File: config.mk
export PLATFORM = sky130hd
export DESIGN_NAME = id_arb_ctrl
export DESIGN_NICKNAME = d
export VERILOG_FILES = /design/src/rtl/id_ctrl_pkg.sv /design/src/rtl/id_match_core.sv /design/src/rtl/id_arb_ctrl.sv
export SDC_FILE = /design/constraint.sdc
export NUM_CORES = 1
export LEC_CHECK = 0
export CAP_MARGIN = 0
export CORE_MARGIN = 2
export CORE_UTILIZATION = 30
export CTS_CLUSTER_SIZE = 12
export DETAILED_ROUTE_END_ITERATION = 7
export PLACE_DENSITY_LB_ADDON = 0.08
export SYNTH_ARGS = -nofsm -noshare
export SYNTH_HDL_FRONTEND = slang
export SYNTH_HIERARCHICAL = 1
export SYNTH_SLANG_ARGS = --single-unit
export TNS_END_PERCENT = 10
File: constraint.sdc
create_clock -name clk -period 3.1 [get_ports clk]
set_input_delay 0.775 -clock clk [delete_from_list [all_inputs] [get_ports clk]]
set_output_delay 0.775 -clock clk [all_outputs]
set_load 0.005 [all_outputs]
File: src/rtl/id_ctrl_pkg.sv
// Shared encodings for the identifier arbiter: arbiter/recognizer states,
// character range bounds and small classification helpers.
package id_ctrl_pkg;

   typedef enum logic [1:0] {
      ARB_IDLE = 2'd0,
      ARB_S0   = 2'd1,
      ARB_S1   = 2'd2
   } arb_state_e;

   typedef enum logic [1:0] {
      R_IDLE = 2'd0,
      R_LET  = 2'd1,
      R_DIG  = 2'd2
   } rec_state_e;

   localparam logic [7:0] CH_LA = 8'h61;  // 'a'
   localparam logic [7:0] CH_LZ = 8'h7A;  // 'z'
   localparam logic [7:0] CH_UA = 8'h41;  // 'A'
   localparam logic [7:0] CH_UZ = 8'h5A;  // 'Z'
   localparam logic [7:0] CH_D0 = 8'h30;  // '0'
   localparam logic [7:0] CH_D9 = 8'h39;  // '9'
   localparam logic [7:0] CNT_MAX = 8'd255;

   function automatic logic is_letter(input logic [7:0] c);
      return ((c >= CH_LA) && (c <= CH_LZ)) || ((c >= CH_UA) && (c <= CH_UZ));
   endfunction

   function automatic logic is_digit(input logic [7:0] c);
      return (c >= CH_D0) && (c <= CH_D9);
   endfunction

   function automatic logic [7:0] sat_inc(input logic [7:0] v);
      return (v == CNT_MAX) ? v : v + 8'd1;
   endfunction

endpackage

File: src/rtl/id_match_core.sv
// Identifier recognizer: classifies each accepted character and tracks
// whether the string so far is letters followed by digits.
module id_match_core
   import id_ctrl_pkg::*;
(
   input  logic       clk,
   input  logic       rst_n,
   input  logic [7:0] char_i,
   input  logic       en_i,
   input  logic       clr_i,
   output logic       is_dig_o
);

   rec_state_e state_q, state_d;

   // A digit only extends an identifier once a letter has been seen.
   always_comb begin
      state_d = state_q;
      if (clr_i) begin
         state_d = R_IDLE;
      end else if (en_i) begin
         if (is_letter(char_i)) begin
            state_d = R_LET;
         end else if (is_digit(char_i)) begin
            state_d = (state_q == R_IDLE) ? R_IDLE : R_DIG;
         end else begin
            state_d = R_IDLE;
         end
      end
   end

   always_ff @(posedge clk or negedge rst_n) begin
      if (!rst_n) begin
         state_q <= R_IDLE;
      end else begin
         state_q <= state_d;
      end
   end

   assign is_dig_o = (state_q == R_DIG);

endmodule

File: src/rtl/id_arb_ctrl.sv
// Two-requester round-robin arbiter that locks onto one string at a time,
// feeds it through the identifier recognizer and counts matches per source.
module id_arb_ctrl
   import id_ctrl_pkg::*;
(
   input  logic       clk,
   input  logic       rst_n,
   input  logic       s0_valid,
   input  logic [7:0] s0_char,
   input  logic       s0_last,
   input  logic       s1_valid,
   input  logic [7:0] s1_char,
   input  logic       s1_last,
   output logic       s0_ready,
   output logic       s1_ready,
   output logic [1:0] gnt,
   output logic       res_valid,
   output logic       res_src,
   output logic       res_match,
   output logic [7:0] cnt0,
   output logic [7:0] cnt1
);

   arb_state_e arb_q, arb_d;
   logic       ptr_q, ptr_d;          // 0 favours s0, 1 favours s1
   logic       res_valid_q;
   logic       res_src_q;
   logic       res_match_q;
   logic [7:0] cnt_q [2];

   logic [7:0] sel_char;
   logic       sel_last;
   logic       hs;
   logic       last_hs;
   logic       core_dig;

   always_comb begin
      arb_d    = arb_q;
      ptr_d    = ptr_q;
      sel_char = (arb_q == ARB_S1) ? s1_char : s0_char;
      sel_last = (arb_q == ARB_S1) ? s1_last : s0_last;
      hs       = ((arb_q == ARB_S0) && s0_valid) || ((arb_q == ARB_S1) && s1_valid);
      last_hs  = hs && sel_last;
      case (arb_q)
         ARB_IDLE: begin
            if (s0_valid && s1_valid) begin
               arb_d = ptr_q ? ARB_S1 : ARB_S0;
            end else if (s0_valid) begin
               arb_d = ARB_S0;
            end else if (s1_valid) begin
               arb_d = ARB_S1;
            end
         end
         ARB_S0: begin
            if (last_hs) begin
               arb_d = ARB_IDLE;
               ptr_d = 1'b1;
            end
         end
         ARB_S1: begin
            if (last_hs) begin
               arb_d = ARB_IDLE;
               ptr_d = 1'b0;
            end
         end
         default: arb_d = ARB_IDLE;
      endcase
   end

   always_ff @(posedge clk or negedge rst_n) begin
      if (!rst_n) begin
         arb_q       <= ARB_IDLE;
         ptr_q       <= 1'b0;
         res_valid_q <= 1'b0;
         res_src_q   <= 1'b0;
         res_match_q <= 1'b0;
      end else begin
         arb_q       <= arb_d;
         ptr_q       <= ptr_d;
         res_valid_q <= last_hs;
         if (last_hs) begin
            res_src_q <= (arb_q == ARB_S1);
         end
         if (res_valid_q) begin
            res_match_q <= core_dig;
         end
      end
   end

   // The recognizer is cleared during the result cycle, when no requester
   // can be granted, so the next string always starts from R_IDLE.
   id_match_core u_core (
      .clk      (clk),
      .rst_n    (rst_n),
      .char_i   (sel_char),
      .en_i     (hs),
      .clr_i    (res_valid_q),
      .is_dig_o (core_dig)
   );

   genvar gi;
   generate
      for (gi = 0; gi < 2; gi++) begin : g_cnt
         always_ff @(posedge clk or negedge rst_n) begin
            if (!rst_n) begin
               cnt_q[gi] <= 8'd0;
            end else if (res_valid_q && core_dig && (res_src_q == gi[0])) begin
               cnt_q[gi] <= sat_inc(cnt_q[gi]);
            end
         end
      end
   endgenerate

   assign s0_ready  = (arb_q == ARB_S0);
   assign s1_ready  = (arb_q == ARB_S1);
   assign gnt       = {arb_q == ARB_S1, arb_q == ARB_S0};
   assign res_valid = res_valid_q;
   assign res_src   = res_src_q;
   assign res_match = res_valid_q ? core_dig : res_match_q;
   assign cnt0      = cnt_q[0];
   assign cnt1      = cnt_q[1];

endmodule

==> qor.txt <==
Outcome -> completed
Clk Latency, worst-skew pair -> 270 ps
Worst Skew -> 8.64 ps
Hold endpoint -> cnt0[5]
Clock sink total -> 24
Synth warnings -> 6
Synth top area share -> 0.424
P_sw -> 0.300 mW
RSZ-0062 raised after global routing -> false
Avg Vias per Cell -> 5.02
Hold Slack -> 501 ps
Worst reg-to-reg path cell count -> 6
Die width -> 72.7 um
DRT Wirelength -> 3.12 mm
Setup CP Type -> register to output pin
Grt total ovfl -> 0
Clock share of power -> 0.263
Worst r2r src -> arb_q[0]
Worst slew pin tran -> 518 ps
H-tree lvl count -> 1
Die ar. -> 5290 um2
Drt first pass iters -> 4
Initial antenna violation count -> 0
Avg Cell Area, Syn -> 10.3 um2
Critical path startpoint -> arb_q[0]
Slew Viols, Final -> 0
Drc violations -> 0
Switch share -> 0.290
Combinational cell fraction of total power -> 0.370
DRT iter0 DRCs -> 43
Layout area overhead -> 40.1%
FMAX -> 378 MHz
Critical Path Sink Type -> output pin
Wire length per cell -> 13.1 um
Max cap viols -> 0
Main combinational cell family by area after synthesis -> simple AND/OR/NAND/NOR gates
Final GP Congestion -> 0.831
Final setup vio count -> 0
Post-synth EDFFs -> 0
Fill cells -> 465
Vias -> 1194
Multiplexer area fraction after synthesis -> 0.144
Nets -> 213
Worst Hold Class -> register to register
IO Count -> 45
Synthesized-area fraction occupied by adder cells -> 0.0530
Synth Area in Compound Gates -> 0.120
Power Density -> 521 nW/um2
Post-synthesis cell area -> 1420 um2
Post-synth top area cell -> dfrtp_1
Postcts setup bufs -> 0
VDD IR max -> 0.251 mV
First-pass GRT wire length -> 5.29 mm
CTS max path bufs -> 2
Final Hold Viols -> 0
Worst r2r dst -> u_core/state_q[0]
DRT antenna net count -> 0
Most common cell in the synthesized netlist -> dfrtp_1
Hold path start -> cnt0[5]
Clock-pin slew on the worst setup and hold paths -> 80 ps
Relative slew slack -> 0.655
Post-Syn Nets -> 166
Sequential share of the synthesized area -> 0.424
Critical path required time -> 2320 ps
Cts repair resizes -> 0
Rows -> 25
Final setup TNS -> 0 ps
Unique masters post-synth -> 41
Startpoint Class -> register
Seq pwr share -> 0.367
Synth Area in XOR/XNOR -> 0.0309
Worst reg-to-reg setup slack -> 810 ps
Dpl hpwl -> 2.46 mm
CTS Buf Count -> 3
Synth Register Bits -> 24
Min-Delay Path Depth -> 1
Fraction of layout cells with a size suffix above 1 -> 0.147
Vias in the first global route -> 1178
CTS tree -> built
Internal Power -> 0.734 mW
Main area contributors after synthesis -> dfrtp_1 (42%), mux2_2 (12%), ha_1 (5.3%)
Die H -> 72.7 um
LEAKAGE -> 0.823 nW
Tmin final -> 2650 ps
Hold buffer count at CTS -> 0
Initial core utilization -> 0.306
WP data arrival -> 1870 ps
Synth cell count leaders -> dfrtp_1 (24), mux2_2 (15), nand2_1 (14)
Mapped Cells -> 138
Core Region -> 4630 um2
Port Buffers -> 44
Fin crit share -> 0.854
Total global routing track utilization -> 0.125
Diodes inserted -> 0
Crit Path Max Fanout -> 13
Primary FF master, synth -> dfrtp_1
Largest net degree at the start of global routing -> 25
Clock root cell -> clkbuf_8
Post-synth ARST share -> 1.00
Simple-Gate Fraction of Synth Area -> 0.197
[critical path, cell delays in order, from the launching register on]
cell and delay [ps]:
dfrtp_1 410, inv_1 110, ha_1 490, clkdlybuf4s50_1 600
[worst max-delay path by stage]
stage                        end  slack (ps)  cells after the start
6_report                  gnt[1]         450                      3
3_5_place_dp              gnt[1]         720                      3
3_3_place_gp            s1_ready         770                      3
4_1_cts                   gnt[1]         420                      3
2_1_floorplan  u_core/state_q[0]         840                      7
5_1_grt                   gnt[1]         320                      3
[kinds of logic after synthesis]
logic type / after synthesis
adder cells (fa/ha/maj): 6
buffers and inverters: 10
XOR/XNOR: 5
multiplexers: 18
flip-flops: 24
AND/OR/NAND/NOR: 49
AO/OA/AOI/OAI: 26
[cells in the final DEF, fill, tap and decap left out, types with 2 or more instances in the layout]
master	n
a21oi_1	7
a41oi_1	2
clkbuf_8	3
clkdlybuf4s50_1	44
dfrtp_1	24
ha_1	6
inv_1	7
mux2_2	15
mux2i_1	2
nand2_1	14
nand3_1	5
nand4_1	2
nor2_1	8
nor2b_1	2
nor3_1	4
nor4bb_1	3
o21a_1	2
o21ai_0	6
xnor2_1	4
[layout make-up]
type	count	area, um2	share of cell area
sequential	24	601	0.302
tap	54	67.6	0.0340
multi-input combinational	104	772	0.389
timing repair buffer	45	448	0.226
clock inverter	1	30.0	0.0151
inverter	7	26.3	0.0132
clock buffer	3	41.3	0.0208
[metal layers]
metal,routed length [um],GRT usage,part of all wire,vias up
met5,0,0,0,-
met4,15,0.0288,0.0048,0
met3,97,0.0331,0.031,2
met2,1710,0.225,0.55,15
met1,1290,0.149,0.41,588
li1,-,-,-,589
[stage by stage]
| step | std cells | total power, mW | util | cell area, um2 | worst slack (ps) |
|---|---|---|---|---|---|
| 3_5_place_dp | 234 | 0.772 | 0.414 | 1910 | 717 |
| 2_1_floorplan | 138 | 0.643 | - | 1420 | 844 |
| 5_1_grt | 238 | 1.10 | 0.429 | 1990 | 318 |
| 6_report | 238 | 1.03 | 0.429 | 1990 | 452 |
| 4_1_cts | 238 | 1.05 | 0.429 | 1990 | 420 |
| 3_3_place_gp | 234 | 0.761 | 0.414 | 1910 | 774 |
[power groups by stage]
stage,combinational [mW],sequential (mW),clock (mW)
final,0.383,0.380,0.271
after detailed placement,0.387,0.385,0
after global routing,0.419,0.385,0.294
after floorplan,0.266,0.376,0
after CTS,0.388,0.380,0.282
after global placement,0.378,0.383,0
[state kept, by name, indices dropped and copies added (netlist names)]
signal and cells:
cnt0 8, cnt1 8, arb_q 2, u_core/state_q 2
ptr_q 1, res_match_q 1, res_src 1, res_valid 1
Power figures use the tool's default switching activity.
